**config.mk**
```make
export PLATFORM = sky130hd
export DESIGN_NAME = pool2x2_stream
export DESIGN_NICKNAME = d
export VERILOG_FILES = /design/src/rtl/pool2x2_stream.sv
export SDC_FILE = /design/constraint.sdc
export NUM_CORES = 2
export LEC_CHECK = 0
export ABC_AREA = 1
export CAP_MARGIN = 0
export CORE_MARGIN = 3
export CORE_UTILIZATION = 56
export CTS_BUF_LIST = sky130_fd_sc_hd__clkbuf_4 sky130_fd_sc_hd__clkbuf_8 sky130_fd_sc_hd__clkbuf_16
export DETAILED_ROUTE_END_ITERATION = 12
export PLACE_DENSITY_LB_ADDON = 0.1
export SLEW_MARGIN = 25
export SYNTH_ARGS = -nofsm -noshare
export SYNTH_HDL_FRONTEND = slang
export SYNTH_SLANG_ARGS = --single-unit
```
**constraint.sdc**
```tcl
create_clock -name clk -period 5.9 [get_ports clk]
set_clock_uncertainty 0.2 [all_clocks]
set_input_delay 1.77 -clock clk [delete_from_list [all_inputs] [get_ports clk]]
set_output_delay 1.77 -clock clk [all_outputs]
set_load 0.01 [all_outputs]
```
**src/rtl/pool2x2_stream.sv**
```systemverilog
// Streaming 2x2 pooling (max or floor-average) over signed multi-channel pixels.
// Horizontal pairs are reduced on the fly; even-row results wait in a line buffer.
module pool2x2_stream #(
  parameter int CH    = 8,
  parameter int DW    = 8,
  parameter int IMG_W = 32,
  parameter int IMG_H = 32
) (
  input  logic             clk,
  input  logic             rst,
  input  logic             pool_mode,
  input  logic             in_valid,
  output logic             in_ready,
  input  logic [CH*DW-1:0] in_data,
  output logic             out_valid,
  input  logic             out_ready,
  output logic [CH*DW-1:0] out_data,
  output logic             frame_done
);

  localparam int CW  = $clog2(IMG_W);
  localparam int RW  = $clog2(IMG_H);
  localparam int AW  = (IMG_W / 2 > 1) ? $clog2(IMG_W / 2) : 1;
  localparam int LDP = 1 << AW;
  localparam int HW  = CH * (DW + 1);

  typedef enum logic {EVEN_ROW, ODD_ROW} state_e;

  state_e           state_q, state_d;
  logic [CW-1:0]    col_q, col_d;
  logic [RW-1:0]    row_q, row_d;
  logic             mode_q, mode_d;
  logic             out_valid_q, out_valid_d;
  logic             last_q, last_d;
  logic [CH*DW-1:0] out_data_q, out_data_d;
  logic [CH*DW-1:0] hold_q;
  logic [HW-1:0]    lb_q [LDP];
  logic [HW-1:0]    lb_rd, h_vec;
  logic [CH*DW-1:0] res_vec;
  logic [AW-1:0]    lb_idx;
  logic             accept, col_last, row_last, col_odd, odd_row, load;

  assign in_ready   = !out_valid_q || out_ready;
  assign accept     = in_valid && in_ready;
  assign col_last   = (col_q == CW'(IMG_W - 1));
  assign row_last   = (row_q == RW'(IMG_H - 1));
  assign col_odd    = col_q[0];
  assign lb_idx     = AW'(col_q >> 1);
  assign lb_rd      = lb_q[lb_idx];
  assign load       = accept && odd_row && col_odd;
  assign out_valid  = out_valid_q;
  assign out_data   = out_data_q;
  assign frame_done = out_valid_q && out_ready && last_q;

  always_ff @(posedge clk) begin
    if (rst) state_q <= EVEN_ROW;
    else     state_q <= state_d;
  end

  always_comb begin
    state_d = state_q;
    if (accept && col_last) state_d = (state_q == EVEN_ROW) ? ODD_ROW : EVEN_ROW;
  end

  always_comb begin
    odd_row = (state_q == ODD_ROW);
  end

  always_comb begin
    col_d  = col_q;
    row_d  = row_q;
    mode_d = mode_q;
    if (accept) begin
      col_d = col_last ? '0 : col_q + CW'(1);
      if (col_last) row_d = row_last ? '0 : row_q + RW'(1);
      if (col_q == '0 && row_q == '0) mode_d = pool_mode;
    end
  end

  always_comb begin
    out_valid_d = load || (out_valid_q && !out_ready);
    out_data_d  = load ? res_vec : out_data_q;
    last_d      = load ? (row_last && col_last) : last_q;
  end

  always_ff @(posedge clk) begin
    if (rst) begin
      col_q       <= '0;
      row_q       <= '0;
      mode_q      <= 1'b0;
      out_valid_q <= 1'b0;
      out_data_q  <= '0;
      last_q      <= 1'b0;
    end else begin
      col_q       <= col_d;
      row_q       <= row_d;
      mode_q      <= mode_d;
      out_valid_q <= out_valid_d;
      out_data_q  <= out_data_d;
      last_q      <= last_d;
    end
  end

  always_ff @(posedge clk) begin
    if (accept && !col_odd) hold_q <= in_data;
    if (accept && col_odd && !odd_row) lb_q[lb_idx] <= h_vec;
  end

  // Max mode keeps h sign-extended, so its low DW bits are the true horizontal max.
  for (genvar c = 0; c < CH; c++) begin : g_ch
    logic signed [DW-1:0] a, b, m, hm, lm, vm;
    logic signed [DW:0]   hs, h, l;
    logic signed [DW+1:0] vs;

    assign a  = hold_q[c*DW +: DW];
    assign b  = in_data[c*DW +: DW];
    assign m  = (a > b) ? a : b;
    assign hs = {a[DW-1], a} + {b[DW-1], b};
    assign h  = mode_q ? hs : {m[DW-1], m};
    assign h_vec[c*(DW+1) +: DW+1] = h;

    assign l  = lb_rd[c*(DW+1) +: DW+1];
    assign hm = h[DW-1:0];
    assign lm = l[DW-1:0];
    assign vm = (hm > lm) ? hm : lm;
    assign vs = {h[DW], h} + {l[DW], l};
    assign res_vec[c*DW +: DW] = mode_q ? DW'(vs >>> 2) : vm;
  end

endmodule

```
Word-level counts from Yosys, hierarchy flattened
Memory sizes are Yosys's and may differ from the RTL's. A register that Yosys moved wholly into a read port is not among the register bits.
Cells that the tools add are included.

word-level totals
  latch bits = 0
  output and inout bits = 67
  memory bits (read-only) = 0
  memories kept = 1
  register bits after elaboration = 142
  word-level logic and storage cells = 106
  input bits = 69
  memory bits (writable) = 1,152

cells by class
  reduce and logical (&&, ||, !) cells = 22
  eq/ne operators = 2
  $mul = 0
  multiplexer cells = 39
  div/mod/pow operators = 0
  bitwise gates (word level) = 0
  shift-type cells = 0
  magnitude comparators = 16
  $add $sub $neg = 18

memory list
  memory  depth  bits a word  read ports  clocked after Yosys merged registers in  write ports  RTL line  source
  lb_q    16     72           1           1                                        1            37        logic [HW-1:0] lb_q [LDP];

operators with widths
  operator                                                        number
  8-bit two-way mux                                               24
  8-bit > comparator                                              16
  9-bit by 9-bit adder with 10-bit output                         8
  8-bit by 8-bit adder with 9-bit output                          8
  9-bit two-way mux                                               8
  1-bit logical AND                                               12
  5-bit by 1-bit adder with 5-bit output (second input constant)  2
  5-bit equality test (second input constant)                     2
  5-bit zero test                                                 2
  5-bit two-way mux                                               2
  4-bit two-way mux                                               2
  1-bit zero test                                                 4
  2-bit AND reduction                                             2
  1-bit two-way mux                                               3
  1-bit logical OR                                                2

Logic depth before layout (Yosys ltp)
  word-level depth = 7
  gate-level depth with buffers = 35

Least setup slack after synthesis
Ideal clock, no wire load.

  path type = input to register
  start = input out_ready
  end = memory lb_q[11][0] in the netlist's numbering (enable)
  setup time = 503 ps
  path slack = -461 ps
  path buffers = 0
  arrival time = 5,658 ps
  stages on the path = 8
  data required time = 5,197 ps
  cell sequence = inv_1 > nand2_1 > nand2_1 > nor2_1 > inv_1 > nor3_1 > inv_1 > nor2_1

on the way
  cells in the longest elaborated chain, start to end = 6

ends and longest elaborated chain
  element                                  RTL line  source
  start: declaration                       16        input logic out_ready,
  1-bit logical OR                         43        assign in_ready = !out_valid_q || out_ready;
  via in_ready                             13        output logic in_ready,
  1-bit logical AND                        44        assign accept = in_valid && in_ready;
  1-bit logical AND (2 in a row)           106       if (accept && col_odd && !odd_row) lb_q[lb_idx] <= h_vec;
  1-bit two-way mux                        106
  1-bit two-way mux (implied by the code)  106
  end: declaration                         37

The timed path passes the listed nets, and every way through them passes these cells.

Worst setup path after layout
  start = input in_data[63]
  end = register out_data_q[62], in the netlist out_data[62]

on the way
  cells in the longest elaborated chain, start to end = 6
  elaborated cells on any way between the ends = 8
  those cells by class = 2 x add/sub; 2 x order compare; 4 x mux

ends and longest elaborated chain
  element                 RTL line  source
  start: declaration      14        input logic [CH*DW-1:0] in_data,
  8-bit > comparator *    117       assign m = (a > b) ? a : b;
  8-bit two-way mux *     117
  9-bit two-way mux *     119       assign h = mode_q ? hs : {m[DW-1], m};
  via g_ch[7].h[1]        112       logic signed [DW:0] hs, h, l;
  8-bit > comparator      125       assign vm = (hm > lm) ? hm : lm;
  8-bit two-way mux       125
  8-bit two-way mux *     127       assign res_vec[c*DW +: DW] = mode_q ? DW'(vs >>> 2) : vm;
  end signal: assignment  99        out_data_q <= out_data_d;
  end: declaration        35        logic [CH*DW-1:0] out_data_q, out_data_d;

Mark *: on every way through the listed nets, which the timed path passes. The rest lies on a longest branch.
A chain may end at the register's enable or synchronous reset.

==> flow_summary.json <==
{
  "dpl.cell_count": 6912,
  "ctsRootBufferMaster": "clkbuf_16",
  "setup_violations": 0,
  "max-slew-margin-rel_pct": 25.19,
  "tightest_slew_ns": 1.113,
  "rsz0062_at_grt": "false",
  "rows": 119,
  "synth.ff_latch_count": 1298,
  "clock_latency_ns": 0.76,
  "area_growth_pct": 16.96,
  "viasPerCell": 6.092,
  "gp_congestion": 0.8767,
  "synth-edff-count": 1216,
  "status": "complete, no violations",
  "wl_mm": 169.8,
  "finalHoldViolCount": 0,
  "ys.flop_type": "edfxtp_1",
  "end_kind": "flop",
  "cts_tree": "done",
  "fin_ws_ns": 0.3401,
  "ant_nets": 0,
  "crit_fanout": 8,
  "fmax_mhz": 179.9,
  "syn_nets": 5603,
  "hold_buffers": 0,
  "grt_pass1_wl_mm": 254.1,
  "mostFrequentLayoutCells": "edfxtp_1, o21ai_0, nor2_1",
  "grt_max_degree": 205,
  "synthesis.area_um2": 59850,
  "drt_iter0_markers": 5166,
  "final.min_clock_period_ns": 5.560,
  "slew_violations": 0,
  "fin_tns_setup_ns": 0,
  "port_buffers": 135,
  "clk_pin_slew_worst_paths_ns": 0.06,
  "drive_gt1_share_pct": 13.67,
  "syn_avg_cell_area_um2": 11.39,
  "crit_arrival_ns": 6.03,
  "fin_crit_sh_pct": 94.24,
  "antenna_found_initial": 3,
  "ios": 136,
  "initial_utilization_pct": 56.62,
  "firstDrtPassIters": 5,
  "critical_path_class": "in -> reg",
  "clock_sinks": 1298,
  "place_hpwl_mm": 98.93,
  "yosysWarnings": 0,
  "cp.required_ns": 6.37,
  "stdcell_count": 7154,
  "final_common_cell": "edfxtp_1",
  "insertedDiodeCount": 0,
  "wl_per_cell_um": 23.74,
  "crit_top_cell": "nand2_1",
  "cts_buffers": 137,
  "ys_seq_area_share_pct": 63.75,
  "dieArea_um2": 110800,
  "worst_path_max_delay_cell": "clkdlybuf4s50_1",
  "cp-start-kind": "input port",
  "leakagePower_nw": 25.72,
  "clockBufferDepth": 3,
  "place_ws_ns": -0.4639,
  "hold-worst-slack_ns": 0.2690,
  "grt_pass1_vias": 41330,
  "die_height_um": 332.9,
  "drc_errors": 0,
  "ys_types": 61,
  "nets": 6007,
  "hp-class": "reg -> reg",
  "fin_util_pct": 66.22,
  "maxCapViolCount": 0,
  "slowest_delay_ns": 0.49,
  "powerDensity_nw_per_um2": 337.0,
  "grt_overflow": 0,
  "ys_async_sr_fraction_pct": 0,
  "core_um2": 105700,
  "die_x_um": 332.9,
  "via_count": 43580,
  "netlist_instances": 5256,
  "cts.htree.levels": 4,
  "ir_worst_vdd_v": 0.0002506,
  "grtUsageTotal_pct": 30.16
}
==> area by class of cell <==
| cell class | instances | area, µm² |
|---|---|---|
| repair buffers | 574 | 5160 |
| clock inverters | 70 | 645.6 |
| multi-input cells | 3286 | 19140 |
| well taps | 1391 | 1740 |
| inverters | 363 | 1394 |
| fillers | 7947 | 35710 |
| flip-flops and latches | 1298 | 38180 |
| clock buffers | 172 | 3751 |
==> synthesized netlist by cell type, drive strengths merged, types with 5 or more instances <==
library cell  count  area [µm²]
a21o              8       60.06
a21oi           316        1589
a221oi           27       236.5
a31oi            53       331.6
buf             148       829.6
clkbuf          161       605.6
dfxtp            82        1642
edfxtp         1216       36520
fa                8       160.2
ha              270        3378
inv             362        1364
nand2           473        1815
nand3           176       928.4
nand4            18       112.6
nor2            661        2481
nor3             22       125.1
nor4             15       127.6
o211ai           83       638.1
o21a              9       67.56
o21ai           781        3913
o21bai           18       138.9
o221ai          189        1655
o22ai            77       481.7
o31a              5       43.79
o31ai            16       120.1
or2              20       125.1
xor2              9       78.83
==> critical path: cells and delay by family <==
kind                       cells  cell delay, ns
AOI/OAI and AO/OA              9            1.39
and+or+nand+nor               11            1.32
buffers and inverters          6            0.92
adders and majority gates      2            0.61
==> kinds of logic after synthesis <==
family	share of synthesized area [%]
AO/OA/AOI/OAI	15.85
XOR/XNOR	0.1756
adder cells (fa/ha/maj)	5.912
buffers and inverters	4.682
flip-flops	63.75
AND/OR/NAND/NOR	9.633
==> registers in the layout, indices dropped and copies added, names as in the netlist, named ones only <==
name / cells
lb_q: 1152
row_q: 5
out_data: 64
col_q: 5
last_q: 1
out_valid: 1
hold_q: 64
mode_q: 1
odd_row: 1
==> worst paths after layout <==
check / slack (ns) / start / depth (start not counted) / endpoint
worst min register to register: 0.27 / out_data[39]$_SDFFE_PP0P_ / 2 / out_data[39]$_SDFFE_PP0P_
worst min-delay path: 0.27 / out_data[39]$_SDFFE_PP0P_ / 2 / out_data[39]$_SDFFE_PP0P_
worst max-delay path: 0.34 / in_data[63] / 28 / out_data[62]$_SDFFE_PP0P_
worst max register to register: 1.21 / flop / 19 / out_data[31]$_SDFFE_PP0P_
==> per-layer routing <==
metal / vias up / global-route usage [%] / wire, µm / part of all wire, %
met5: - / 0 / 0 / 0
met4: 0 / 8.287 / 3971 / 2.3
met3: 289 / 5.471 / 16650 / 9.8
met2: 1982 / 45.50 / 75550 / 44
met1: 21230 / 45.26 / 73630 / 43
li1: 20080 / - / - / -
==> power by group <==
part           total (mW)  switching, mW  leakage (nW)  internal [mW]
logic                4.52           2.91          11.9           1.61
clock network        8.43           3.61          2.17           4.81
registers            10.6         0.0554          11.6           10.6
total                23.6           6.58          25.7           17.0
==> through the flow <==
stage	total power [mW]	cell area, µm²
2_1_floorplan	13.39	59880
3_3_place_gp	15.15	65560
3_5_place_dp	15.23	65560
4_1_cts	23.59	69960
5_1_grt	24.50	70000
6_report	23.59	70000
==> what timing repair did <==
action / CTS / global route
resized for setup: 0 / 8
setup endpoints to repair: 0 / 12
endpoints found under the hold margin: 0 / 0
buffers inserted: 0 / 0
(Power assumes the default switching activity.)
